`src/rtl/seg7_reader.sv`:
```
`timescale 1ns/1ps
// seg7_reader
//
// Recovers a hex digit from an active-low 7-segment pattern bus. The bus is
// asynchronous, so it passes through a two-flop synchroniser. A pattern is
// accepted only after the synchronised value has stayed the same for
// STABLE_CYCLES consecutive samples. Accepted legal glyphs update digit_out.
// When the accepted glyph differs from the previously accepted pattern, the
// block also emits a one-cycle digit_valid pulse and advances change_count.
// Accepted patterns that are not glyphs raise the invalid level.
//
// Optional feature macro: SEG7_READER_BLANK_EN
//   defined   : the all-off pattern 1111111 is accepted as "blank". It sets
//               blank, clears invalid and forgets the last accepted glyph.
//   undefined : the all-off pattern is treated as illegal; blank is tied to 0.
//
// Parameters
//   STABLE_CYCLES  identical synchronised samples needed to accept (2..255)
//   CHG_W          width of change_count
//
// Ports
//   clk           design clock
//   reset_n       asynchronous active-low reset
//   seg_in[0:6]   active-low segments a..g, asynchronous to clk
//   digit_out     last accepted legal digit
//   digit_valid   one-cycle pulse when digit_out takes a new accepted value
//   invalid       most recently accepted pattern is not a glyph
//   blank         most recently accepted pattern was all-off (macro only)
//   change_count  number of digit_valid pulses, modulo 2^CHG_W
module seg7_reader #(
   parameter int STABLE_CYCLES = 4,
   parameter int CHG_W         = 8
) (
   input  logic             clk,
   input  logic             reset_n,
   input  logic [0:6]       seg_in,
   output logic [3:0]       digit_out,
   output logic             digit_valid,
   output logic             invalid,
   output logic             blank,
   output logic [CHG_W-1:0] change_count
);

   typedef enum logic {SETTLING, STABLE} state_t;

   localparam logic [7:0] LAST_CNT = 8'(STABLE_CYCLES - 1);

   // Returns {legal, code} for an active-low pattern.
   function automatic logic [4:0] decode(input logic [0:6] p);
      case (p)
         7'b0000001: decode = {1'b1, 4'h0};
         7'b1001111: decode = {1'b1, 4'h1};
         7'b0010010: decode = {1'b1, 4'h2};
         7'b0000110: decode = {1'b1, 4'h3};
         7'b1001100: decode = {1'b1, 4'h4};
         7'b0100100: decode = {1'b1, 4'h5};
         7'b0100000: decode = {1'b1, 4'h6};
         7'b0001111: decode = {1'b1, 4'h7};
         7'b0000000: decode = {1'b1, 4'h8};
         7'b0000100: decode = {1'b1, 4'h9};
         7'b0001000: decode = {1'b1, 4'hA};
         7'b1100000: decode = {1'b1, 4'hB};
         7'b0110001: decode = {1'b1, 4'hC};
         7'b1000010: decode = {1'b1, 4'hD};
         7'b0110000: decode = {1'b1, 4'hE};
         7'b0111000: decode = {1'b1, 4'hF};
         default:    decode = 5'b0_0000;
      endcase
   endfunction

   logic [0:6]       s1, s2;
   logic [0:6]       cand_q, cand_d;
   logic [7:0]       cnt_q, cnt_d;
   state_t           state_q, state_d;
   logic [0:6]       last_q, last_d;
   logic [3:0]       digit_d;
   logic             valid_d;
   logic             invalid_d;
   logic [CHG_W-1:0] count_d;
   logic             accept;
   logic [4:0]       dec;

`ifdef SEG7_READER_BLANK_EN
   logic blank_q, blank_d;
   assign blank = blank_q;
`else
   assign blank = 1'b0;
`endif

   // Next-state and output decision
   always_comb begin
      state_d   = state_q;
      cand_d    = cand_q;
      cnt_d     = cnt_q;
      last_d    = last_q;
      digit_d   = digit_out;
      valid_d   = 1'b0;
      invalid_d = invalid;
      count_d   = change_count;
      accept    = 1'b0;
      dec       = 5'b0_0000;
`ifdef SEG7_READER_BLANK_EN
      blank_d   = blank_q;
`endif

      // Any change at s2 restarts the stability count with this sample as #1.
      if (s2 != cand_q) begin
         cand_d  = s2;
         cnt_d   = 8'd1;
         state_d = SETTLING;
      end else if (state_q == SETTLING) begin
         if (cnt_q < LAST_CNT) begin
            cnt_d = cnt_q + 8'd1;
         end else begin
            accept  = 1'b1;
            state_d = STABLE;
         end
      end

      if (accept) begin
         dec = decode(cand_q);
         if (dec[4]) begin
            digit_d   = dec[3:0];
            invalid_d = 1'b0;
`ifdef SEG7_READER_BLANK_EN
            blank_d   = 1'b0;
`endif
            // Only a change against the last accepted pattern is news.
            if (cand_q != last_q) begin
               valid_d = 1'b1;
               count_d = change_count + CHG_W'(1);
            end
            last_d = cand_q;
         end
`ifdef SEG7_READER_BLANK_EN
         else if (cand_q == 7'b1111111) begin
            // Blank forgets the last digit so a repeat after it is reported.
            blank_d   = 1'b1;
            invalid_d = 1'b0;
            last_d    = 7'b1111111;
         end
`endif
         else begin
            invalid_d = 1'b1;
`ifdef SEG7_READER_BLANK_EN
            blank_d   = 1'b0;
`endif
         end
      end
   end

   // State and output registers
   always_ff @(posedge clk or negedge reset_n) begin
      if (!reset_n) begin
         s1           <= 7'b1111111;
         s2           <= 7'b1111111;
         cand_q       <= 7'b1111111;
         cnt_q        <= 8'd0;
         state_q      <= SETTLING;
         last_q       <= 7'b1111111;
         digit_out    <= 4'h0;
         digit_valid  <= 1'b0;
         invalid      <= 1'b0;
         change_count <= '0;
`ifdef SEG7_READER_BLANK_EN
         blank_q      <= 1'b0;
`endif
      end else begin
         s1           <= seg_in;
         s2           <= s1;
         cand_q       <= cand_d;
         cnt_q        <= cnt_d;
         state_q      <= state_d;
         last_q       <= last_d;
         digit_out    <= digit_d;
         digit_valid  <= valid_d;
         invalid      <= invalid_d;
         change_count <= count_d;
`ifdef SEG7_READER_BLANK_EN
         blank_q      <= blank_d;
`endif
      end
   end

endmodule
```
`config.mk`:
```
export PLATFORM = sky130hd
export DESIGN_NAME = seg7_reader
export DESIGN_NICKNAME = d
export VERILOG_FILES = /design/src/rtl/seg7_reader.sv
export SDC_FILE = /design/constraint.sdc
export NUM_CORES = 1
export LEC_CHECK = 0
export ABC_AREA = 0
export BUFFER_PORTS_ARGS = -buffer_cell sky130_fd_sc_hd__clkbuf_2
export CORE_ASPECT_RATIO = 1.5
export CORE_MARGIN = 2
export CORE_UTILIZATION = 57
export CTS_CLUSTER_SIZE = 14
export DETAILED_ROUTE_END_ITERATION = 7
export PLACE_DENSITY = 0.8
export REMOVE_ABC_BUFFERS = 1
export SLEW_MARGIN = 5
export SYNTH_ARGS = -nofsm -noshare
export SYNTH_HDL_FRONTEND = slang
export SYNTH_SLANG_ARGS = --single-unit
```
`constraint.sdc`:
```
create_clock -name clk -period 5.14 [get_ports clk]
set_input_delay 0 -clock clk [delete_from_list [all_inputs] [get_ports clk]]
set_output_delay 0 -clock clk [all_outputs]
set_load 0.005 [all_outputs]
```
==> results of run 1 <==
report_power, final:
| part | internal, mW | switching [mW] | leakage (nW) |
|---|---|---|---|
| clock | 0.145 | 0.129 | 0.0581 |
| combinational | 0.0179 | 0.0208 | 0.486 |
| sequential | 0.417 | 0.0153 | 0.609 |
path summary, 6_finish.rpt:
| kind | slack (ns) | startpoint | end |
|---|---|---|---|
| setup reg to reg | 2.34 | cand_q[5]$_DFFE_PN1N_ | change_count[1]$_DFFE_PN0P_ |
| hold / removal | 0.32 | reset_n | digit_out[2]$_DFFE_PN0P_ |
| hold reg to reg | 0.36 | s1[4]$_DFF_PN1_ | s2[4]$_DFF_PN1_ |
| setup / recovery | 2.34 | cand_q[5]$_DFFE_PN1N_ | change_count[1]$_DFFE_PN0P_ |
| min in group clk | 0.32 | seg_in[3] | s1[3]$_DFF_PN1_ |
| max in group asynchronous | 4.42 | reset_n | change_count[1]$_DFFE_PN0P_ |
sequential cells by signal, summed over array words and instances, names as in the netlist:
register,cells
s2,7
cnt_q,8
invalid,1
s1,7
cand_q,7
digit_out,4
digit_valid,1
state_q,1
change_count,8
last_q,7
what timing repair did:
action / in CTS / in global routing
setup buffers: 0 / 0
hold buffers: 8 / 0
hold endpoints to repair: 30 / 0
metrics by stage:
stage / util (%) / total power [mW] / hold WS, ns
after global routing: 65.5 / 0.776 / 0.311
after CTS: 65.5 / 0.749 / 0.316
after detailed placement: 60.6 / 0.473 / 0.0889
final: 65.5 / 0.746 / 0.318
after floorplan: - / 0.454 / -0.296
after global placement: 60.6 / 0.471 / 0.0870
final cells by class:
| cell class | instances | area [µm²] | area share (%) |
|---|---|---|---|
| inverters | 2 | 7.51 | 0.295 |
| clock buffers | 5 | 68.8 | 2.70 |
| flip-flops and latches | 51 | 1310 | 51.4 |
| clock inverters | 3 | 43.8 | 1.72 |
| repair buffers | 31 | 198 | 7.76 |
| multi-input cells | 117 | 863 | 33.9 |
| well taps | 45 | 56.3 | 2.21 |
kinds of logic (layout without fill, tap and decap cells):
kind of cell,count (synthesis),after routing,synth area share [%]
AO/OA/AOI/OAI,25,25,8.25
XOR/XNOR,24,24,9.30
adder cells (fa/ha/maj),2,2,1.11
buffers and inverters,20,41,3.77
flip-flops,51,51,58.0
multiplexers,8,8,3.93
other,1,1,0.166
AND/OR/NAND/NOR,57,57,15.4
cells in the mapped netlist, drive strengths merged (2+ instances only):
library cell and instances:
a31oi 2, nand3 3, a21oi 5, and3 8, mux2 7, o21ai 7
nor3b 3, buf 6, nor3 4, nand4 3, dfrtp 23, a21o 2
xor2 17, nor2 4, dfstp 28, and2 2, nand2 10, clkbuf 12
nor4 6, nand3b 2, inv 2, nor2b 4, xnor2 7, ha 2
worst max-delay path: cells and delay by family (launching register included):
family	cells	cell delay (ns)
DFF	1	0.73
muxes	1	0.39
AOI/OAI and AO/OA	1	0.47
xor gates and xnor gates	1	0.11
and+or+nand+nor	2	0.99
metal layers:
| metal | vias to the layer above | track usage, % | part of all wire, % |
|---|---|---|---|
| met2 | 32 | 38.0 | 55 |
| met3 | 13 | 4.30 | 2.6 |
| li1 | 689 | - | - |
| met4 | 0 | 11.2 | 2.9 |
| met1 | 741 | 22.6 | 39 |
| met5 | - | 0 | 0 |
==> flow_metrics.tcl, run 1 <==
set metrics [dict create \
    status "completed" \
    post-route-cell-area_um2 2550 \
    wl_mm 4.19 \
    grt_usage_pct 20.8 \
    vias 1475 \
    leakage_nw 1.15 \
    power_density_nw_per_um2 293 \
    antenna_found_initial 0 \
    fin_crit_sh_pct 54.5 \
    crit_fanout 17 \
    netlist_top_cells_area "dfstp_2, dfrtp_1, xor2_1" \
    grt_max_degree 52 \
    cts_inserted_buffers 5 \
    fin_crit_ns 2.80 \
    die_w_um 55.4 \
    hold_violations 0 \
    cts_resized 0 \
    die_h_um 81.1 \
    crit_slowest_cell "dfstp_2" \
    grt_first_pass_wirelength_mm 7.11 \
    area_growth_pct 12.8 \
    place_area_um2 2360 \
    setup_tns_ns 0 \
    grt_overflow 0 \
    rsz0062_at_grt "no" \
    clock_skew_ns 0.00560 \
    antenna_cells 0 \
    clkTransAtPathRegs_ns 0.09 \
    ys_seq_area_share_pct 58.0 \
    core_um2 3890 \
    cp-end-kind "flip-flop" \
    drc 0 \
    async_flop_share_pct 100 \
    syn_area_per_cell_um2 12.0 \
    place_congestion 0.814 \
    final_cells 254 \
    via_per_inst 5.81 \
    rows 28 \
    hold_class "input port to asynchronous set/reset pin" \
    crit_path_max_incr_delay_ns 0.73 \
    ys_ff_latch 51 \
    cp_cell_sequence "xor2_1, nor3_1, nand4b_1, a221oi_4, mux2_2" \
    clk_latency_ns 0.30 \
    setup_slack_ns 2.34 \
    critPathArrivalTime_ns 2.99 \
    die-area_um2 4490 \
    place_ws_ns 2.52 \
    start_kind "flip-flop" \
    fmax_mhz 357 \
    start_util_pct 58.1 \
    synth_cell_types 45 \
    nets 219 \
    peakVddDrop_uv 311 \
    syn_inst 188 \
    cts_tree "done" \
    cts-root-buf "clkbuf_8" \
    required_ns 5.34 \
    setup_viol 0 \
    yosysWarnings 0 \
    drive_above_1_share_pct 33.5 \
    r2r_cells 5 \
    cap_violations 0 \
    synthFlopType "dfstp_2" \
    yosys.area.top_type "dfstp_2" \
    firstDrtPassIters 4 \
    drtAntennaViolNets 0 \
    clk_path_buf_depth 2 \
    critical_path_class "flip-flop to flip-flop" \
    slew-limit-headroom_pct 53.2 \
    grt_pass1_vias 1549 \
    dp.cells 238 \
    io_buffers 22 \
    worst_pin_slew_ns 0.697 \
    synth_edf_count 0 \
    synth_top_area_share_pct 32.6 \
    syn_area_um2 2260 \
    detail_route.iter0.violations 65 \
    wire_per_inst_um 16.5 \
    htree_num_levels 2 \
    clock_sinks 51 \
    num-fill-cells 295 \
    io_pins 24 \
    layout_common_cells "dfstp_2, dfrtp_1, clkbuf_2" \
    final_common_cell "dfstp_2" \
    dp_hpwl_mm 2.86 \
    drv_slew 0 \
]
(Power assumes the default switching activity.)
==> inputs of run 2 (changes only) <==
ABC_AREA = 1   (was 0)
PLACE_DENSITY = 0.79   (was 0.8)
clock period = 2.7 ns   (was 5.14 ns; I/O delays follow)
==> run 2 against run 1 <==
Combinational power grew to 2.6 times the previous value. Die area rose by 12%. Utilization shrank 0.20 points. Non-clock buffer count did not move. Critical endpoint is now digit_out[1]$_DFFE_PN0P_. Largest power group unchanged. Highest routed layer unchanged.
==> flow_metrics.tcl, run 2 <==
set metrics [dict create \
    die-area_um2 5010 \
    yosysMostFrequentCell "nand2_1" \
    grt_max_degree 28 \
    crit_fanout 21 \
    cts_tree "done" \
    post-route-cell-area_um2 2770 \
    syn_area_per_cell_um2 9.37 \
    required_ns 2.90 \
    seq_power_share_pct 57.0 \
    status "completed" \
    die_w_um 58.5 \
    place_congestion 0.894 \
    drv_slew 0 \
    worst_pin_slew_ns 0.587 \
    r2r_slack_ns 0.63 \
    drtAntennaViolNets 0 \
    power_density_nw_per_um2 523 \
    hold_violations 0 \
    r2r_end "digit_out[1]$_DFFE_PN0P_" \
    critical_path_class "flip-flop to flip-flop" \
    start_util_pct 59.8 \
    wire_per_inst_um 12.1 \
    clk_latency_ns 0.31 \
    place_area_um2 2580 \
    ys_ff_latch 51 \
    cts_setup_buffers 0 \
    critPathArrivalTime_ns 2.27 \
    core_um2 4250 \
    io_pins 24 \
    netlist_top_cells_area "dfstp_2, dfrtp_1, nand2_1" \
    cts_inserted_buffers 5 \
    finalPower_mw 1.45 \
    via_per_inst 5.16 \
    fin_crit_ns 2.07 \
    cts-root-buf "clkbuf_8" \
    internal_power_mw 1.11 \
    leakage_nw 1.32 \
    synth_edf_count 0 \
    slew-limit-headroom_pct 60.9 \
    synth_cell_types 27 \
    fmax_mhz 483 \
    wl_mm 4.10 \
    clock_skew_ns 0.00927 \
    detail_route.iter0.violations 51 \
    r2r_cells 8 \
    setup_viol 0 \
    setup_tns_ns 0 \
    ys_seq_area_share_pct 51.7 \
    layout_common_cells "nand2_1, nor2_1, dfstp_2" \
    ys_top_cells_by_count "nand2_1, nor2_1, dfstp_2, inv_1, dfrtp_1" \
    dp_hpwl_mm 2.95 \
    clock_sinks 51 \
    drive_above_1_share_pct 34.2 \
    r2r-start "cand_q[5]$_DFFE_PN1N_" \
    num-fill-cells 349 \
    die_h_um 85.7 \
    final_util_pct 65.3 \
    cp-end-kind "flip-flop" \
    rsz0062_at_grt "no" \
    fin_crit_sh_pct 76.7 \
    synthFlopType "dfstp_2" \
    grt_pass1_vias 1799 \
    grt_usage_pct 19.1 \
    antenna_found_initial 0 \
    grt_first_pass_wirelength_mm 7.41 \
    multi_input_area_um2 986 \
    clk_path_buf_depth 2 \
    syn_area_um2 2540 \
    switching_share_pct 23.4 \
    p_clk_share_pct 36.2 \
    io_buffers 22 \
    reg.largest.list "change_count: 8 flops, cnt_q: 8 flops" \
    hold_class "input port to asynchronous set/reset pin" \
    nets 302 \
    switchingPower_uw 340 \
    synth_top_area_share_pct 29.0 \
    cap_violations 0 \
    vias 1743 \
    clkTransAtPathRegs_ns 0.10 \
    yosysWarnings 0 \
    grt_overflow 0 \
    htree_num_levels 2 \
    start_kind "flip-flop" \
    firstDrtPassIters 4 \
    regArea_um2 1310 \
    rows 29 \
    final_common_cell "nand2_1" \
    drc 0 \
    syn_inst 271 \
    antenna_cells 0 \
    yosys.area.top_type "dfstp_2" \
    cts_resized 0 \
    share_comb_of_total_power_pct 6.8 \
    area_growth_pct 9.27 \
    peakVddDrop_uv 541 \
    async_flop_share_pct 100 \
]
==> run 2: cells by family after synthesis <==
logic type	count (synthesis)	share of synthesized area, %
AO/OA/AOI/OAI	14	4.48
XOR/XNOR	18	6.21
adder cells (fa/ha/maj)	2	0.986
buffers and inverters	46	9.51
flip-flops	51	51.7
other	1	0.148
AND/OR/NAND/NOR	139	27.0
==> run 2: final cells by class <==
class                      instances  share of cell area (%)
inverter                          28                    3.79
clock buffer                       7                    3.88
sequential                        51                    47.3
tap                               46                    2.07
multi-input combinational        174                    35.5
timing repair buffer              31                    7.13
clock inverter                     1                   0.316
==> run 2: worst max-delay path by stage <==
stage	from	endpoint	slack, ns
floorplan	cand_q[6]$_DFFE_PN1N_	digit_out[1]$_DFFE_PN0P_	0.88
global placement	cand_q[6]$_DFFE_PN1N_	digit_out[1]$_DFFE_PN0P_	0.68
detailed placement	cand_q[5]$_DFFE_PN1N_	digit_out[1]$_DFFE_PN0P_	0.62
CTS	cand_q[5]$_DFFE_PN1N_	digit_out[1]$_DFFE_PN0P_	0.60
global route	cand_q[6]$_DFFE_PN1N_	digit_out[1]$_DFFE_PN0P_	0.47
finish	cand_q[5]$_DFFE_PN1N_	digit_out[1]$_DFFE_PN0P_	0.63
==> run 2: what timing repair did <==
action	4_1_cts	5_1_grt
endpoints found under the hold margin	29	0
hold buffers	8	0
endpoints found under the setup margin	0	0
==> run 2: critical path, cell delays in order, from the launching register on <==
cell     delay [ns]
dfstp_2        0.66
xnor2_1        0.15
nand2_1        0.08
nor2_2         0.16
nand2_2        0.11
nor2_4         0.32
nand2_4        0.27
nand2_1        0.14
o21ai_2        0.05
==> run 2: per-stage QoR <==
stage | hold slack, ns | instances | worst slack (ns)
2_1_floorplan | -0.296 | 253 | 0.877
3_3_place_gp | 0.0328 | 322 | 0.685
3_5_place_dp | 0.0385 | 322 | 0.619
4_1_cts | 0.241 | 338 | 0.604
5_1_grt | 0.273 | 338 | 0.467
6_report | 0.211 | 338 | 0.628
==> run 2: per-layer routing <==
metal / vias up / GRT usage, % / share of wire [%] / wire, µm
met2: 38 / 34.5 / 54 / 2210
li1: 870 / - / - / -
met5: - / 0 / 0 / 0
met4: 0 / 8.67 / 2.2 / 92
met3: 10 / 4.37 / 3.5 / 144
met1: 825 / 20.5 / 40 / 1650
==> run 2: power groups by stage <==
| stage | Clock [mW] | Combinational [mW] | Sequential (mW) |
|---|---|---|---|
| final | 0.524 | 0.0992 | 0.826 |
| after floorplan | 0 | 0.0594 | 0.834 |
| after CTS | 0.542 | 0.101 | 0.827 |
| after detailed placement | 0 | 0.0915 | 0.840 |
| after global placement | 0 | 0.0888 | 0.838 |
| after global routing | 0.568 | 0.116 | 0.831 |
==> inputs of run 3 (changes only) <==
clock period = 2.1 ns   (was 2.7 ns; I/O delays follow)
==> run 3 against run 2 <==
Critical path depth increased by 2. Combinational power grew 29%. Clock power up 23%. Sequential cell count did not move. Clock-buffer cell count unchanged. Register-to-register slack got worse by 0.51 ns. First-iteration DRC count up 20%. Final area grew 0.68%. Die area unchanged. Routed wire length down 2.4%. Hold slack better by 0.090 ns. Highest routed layer unchanged.
==> flow_metrics.tcl, run 3 (synthesis gave the netlist of run 2 again) <==
set metrics [dict create \
    worst_pin_slew_ns 0.604 \
    via_per_inst 5.15 \
    setup_tns_ns 0 \
    final_cells 341 \
    vias 1756 \
    hold_class "input port to asynchronous set/reset pin" \
    post-route-cell-area_um2 2790 \
    power_density_nw_per_um2 657 \
    clk_path_buf_depth 2 \
    required_ns 2.34 \
    clock_sinks 51 \
    cap_violations 0 \
    setup_slack_ns 0.120 \
    crit_slowest_cell "dfstp_2" \
    fmax_mhz 505 \
    io_buffers 22 \
    dp.cells 324 \
    critical_path_cell_count 10 \
    crit_path_max_incr_delay_ns 0.64 \
    setup_viol 0 \
    cp_top_family "simple AND/OR/NAND/NOR gates" \
    cp-end-kind "flip-flop" \
    crit_fanout 21 \
    drtAntennaViolNets 0 \
    critPathArrivalTime_ns 2.22 \
    critical_path_class "flip-flop to flip-flop" \
    r2r_end "digit_out[1]$_DFFE_PN0P_" \
    fin_crit_ns 1.98 \
    drv_slew 0 \
    drc 0 \
    num-fill-cells 364 \
    antenna_cells 0 \
    cts_inserted_buffers 5 \
    cts-root-buf "clkbuf_8" \
    peakVddDrop_uv 616 \
    cts_tree "done" \
    rsz0062_at_grt "no" \
    rows 29 \
    nets 305 \
    fin_crit_sh_pct 94.3 \
    start_util_pct 59.8 \
    final_common_cell "nand2_1" \
    crit_buf_inv 1 \
    die_w_um 58.5 \
    wire_per_inst_um 11.7 \
    start_kind "flip-flop" \
    die-area_um2 5010 \
    hold_violations 0 \
    layout_common_cells "nand2_1, nor2_1, dfstp_2" \
    clkTransAtPathRegs_ns 0.09 \
    clk_latency_ns 0.31 \
    core_um2 4250 \
    htree_num_levels 2 \
    die_h_um 85.7 \
    drive_above_1_share_pct 34.9 \
    dp_hpwl_mm 2.89 \
    grt_first_pass_wirelength_mm 6.91 \
    slew-limit-headroom_pct 59.7 \
    grt_pass1_vias 1676 \
    area_growth_pct 10.0 \
    grt_usage_pct 18.1 \
    detail_route.iter0.violations 61 \
    grt_max_degree 52 \
    antenna_found_initial 0 \
    cp-endpoint "digit_out[1]$_DFFE_PN0P_" \
    place_ws_ns 0.152 \
    cp_cell_sequence "inv_2, nand2_2, nor2_2, nor2_1, nand2_1, nor2_4, nand2_4, nand2_4, nand2_1, o21ai_2" \
    clock_skew_ns 0.0116 \
    grt_overflow 0 \
    place_area_um2 2590 \
    r2r-start "cand_q[0]$_DFFE_PN1N_" \
    status "completed" \
    startpoint "cand_q[0]$_DFFE_PN1N_" \
    io_pins 24 \
    place_congestion 0.988 \
    firstDrtPassIters 5 \
    wl_mm 4.00 \
    r2r_cells 10 \
    cts_resized 0 \
    leakage_nw 1.33 \
    finalPower_mw 1.83 \
    reg.largest.list "change_count: 8 flops, cnt_q: 8 flops" \
    r2r_slack_ns 0.12 \
]
run 3: cell types whose count changed in the layout (fill, tap and decap cells not counted), sizes merged:
cell,delta
clkinv,+1
inv,-1
buf,+3
run 3: worst reg2reg max path, stage by stage (launching register included):
cell	delay (ns)
dfstp_2	0.64
inv_2	0.09
nand2_2	0.12
nor2_2	0.06
nor2_1	0.15
nand2_1	0.12
nor2_4	0.11
nand2_4	0.12
nand2_4	0.29
nand2_1	0.13
o21ai_2	0.08
run 3: worst min path at each step:
stage	endpoint	slack [ns]	depth (start not counted)
floorplan	change_count[0]$_DFFE_PN0P_	-0.30	0
global placement	s1[6]$_DFF_PN1_	0.09	1
detailed placement	s1[5]$_DFF_PN1_	0.09	1
CTS	s1[6]$_DFF_PN1_	0.31	2
global route	s1[0]$_DFF_PN1_	0.31	2
finish	digit_out[1]$_DFFE_PN0P_	0.30	3
run 3: repair_timing:
action,4_1_cts,5_1_grt
hold endpoints to repair,30,0
hold buffers,8,0
endpoints found under the setup margin,0,1
buffers inserted,0,1
run 3: layer usage:
metal	track usage, %	part of all wire [%]	up-vias
met3	4.07	3.2	7
met2	32.6	54	30
li1	-	-	879
met5	0	0	-
met1	19.4	40	840
met4	8.25	2.1	0
run 3: through the flow:
stage               hold slack, ns  util [%]
global placement            0.0868      61.1
global route                 0.309      65.8
CTS                          0.312      65.6
detailed placement          0.0891      61.1
floorplan                   -0.296         -
finish                       0.301      65.8
run 3: area by class of cell:
type / count / area, µm² / share of cell area [%]
sequential: 51 / 1310 / 47.0
tap: 46 / 57.6 / 2.06
timing repair buffer: 34 / 220 / 7.89
clock buffer: 7 / 108 / 3.85
inverter: 28 / 105 / 3.76
multi-input combinational: 174 / 986 / 35.3
clock inverter: 1 / 5.00 / 0.179
run 3: power breakdown:
| group | total [mW] | switching [mW] | leakage, nW | internal, mW |
|---|---|---|---|---|
| Clock | 0.645 | 0.307 | 0.0594 | 0.338 |
| Combinational | 0.128 | 0.0742 | 0.665 | 0.0541 |
| Sequential | 1.06 | 0.0324 | 0.610 | 1.03 |
| Total | 1.83 | 0.414 | 1.33 | 1.42 |
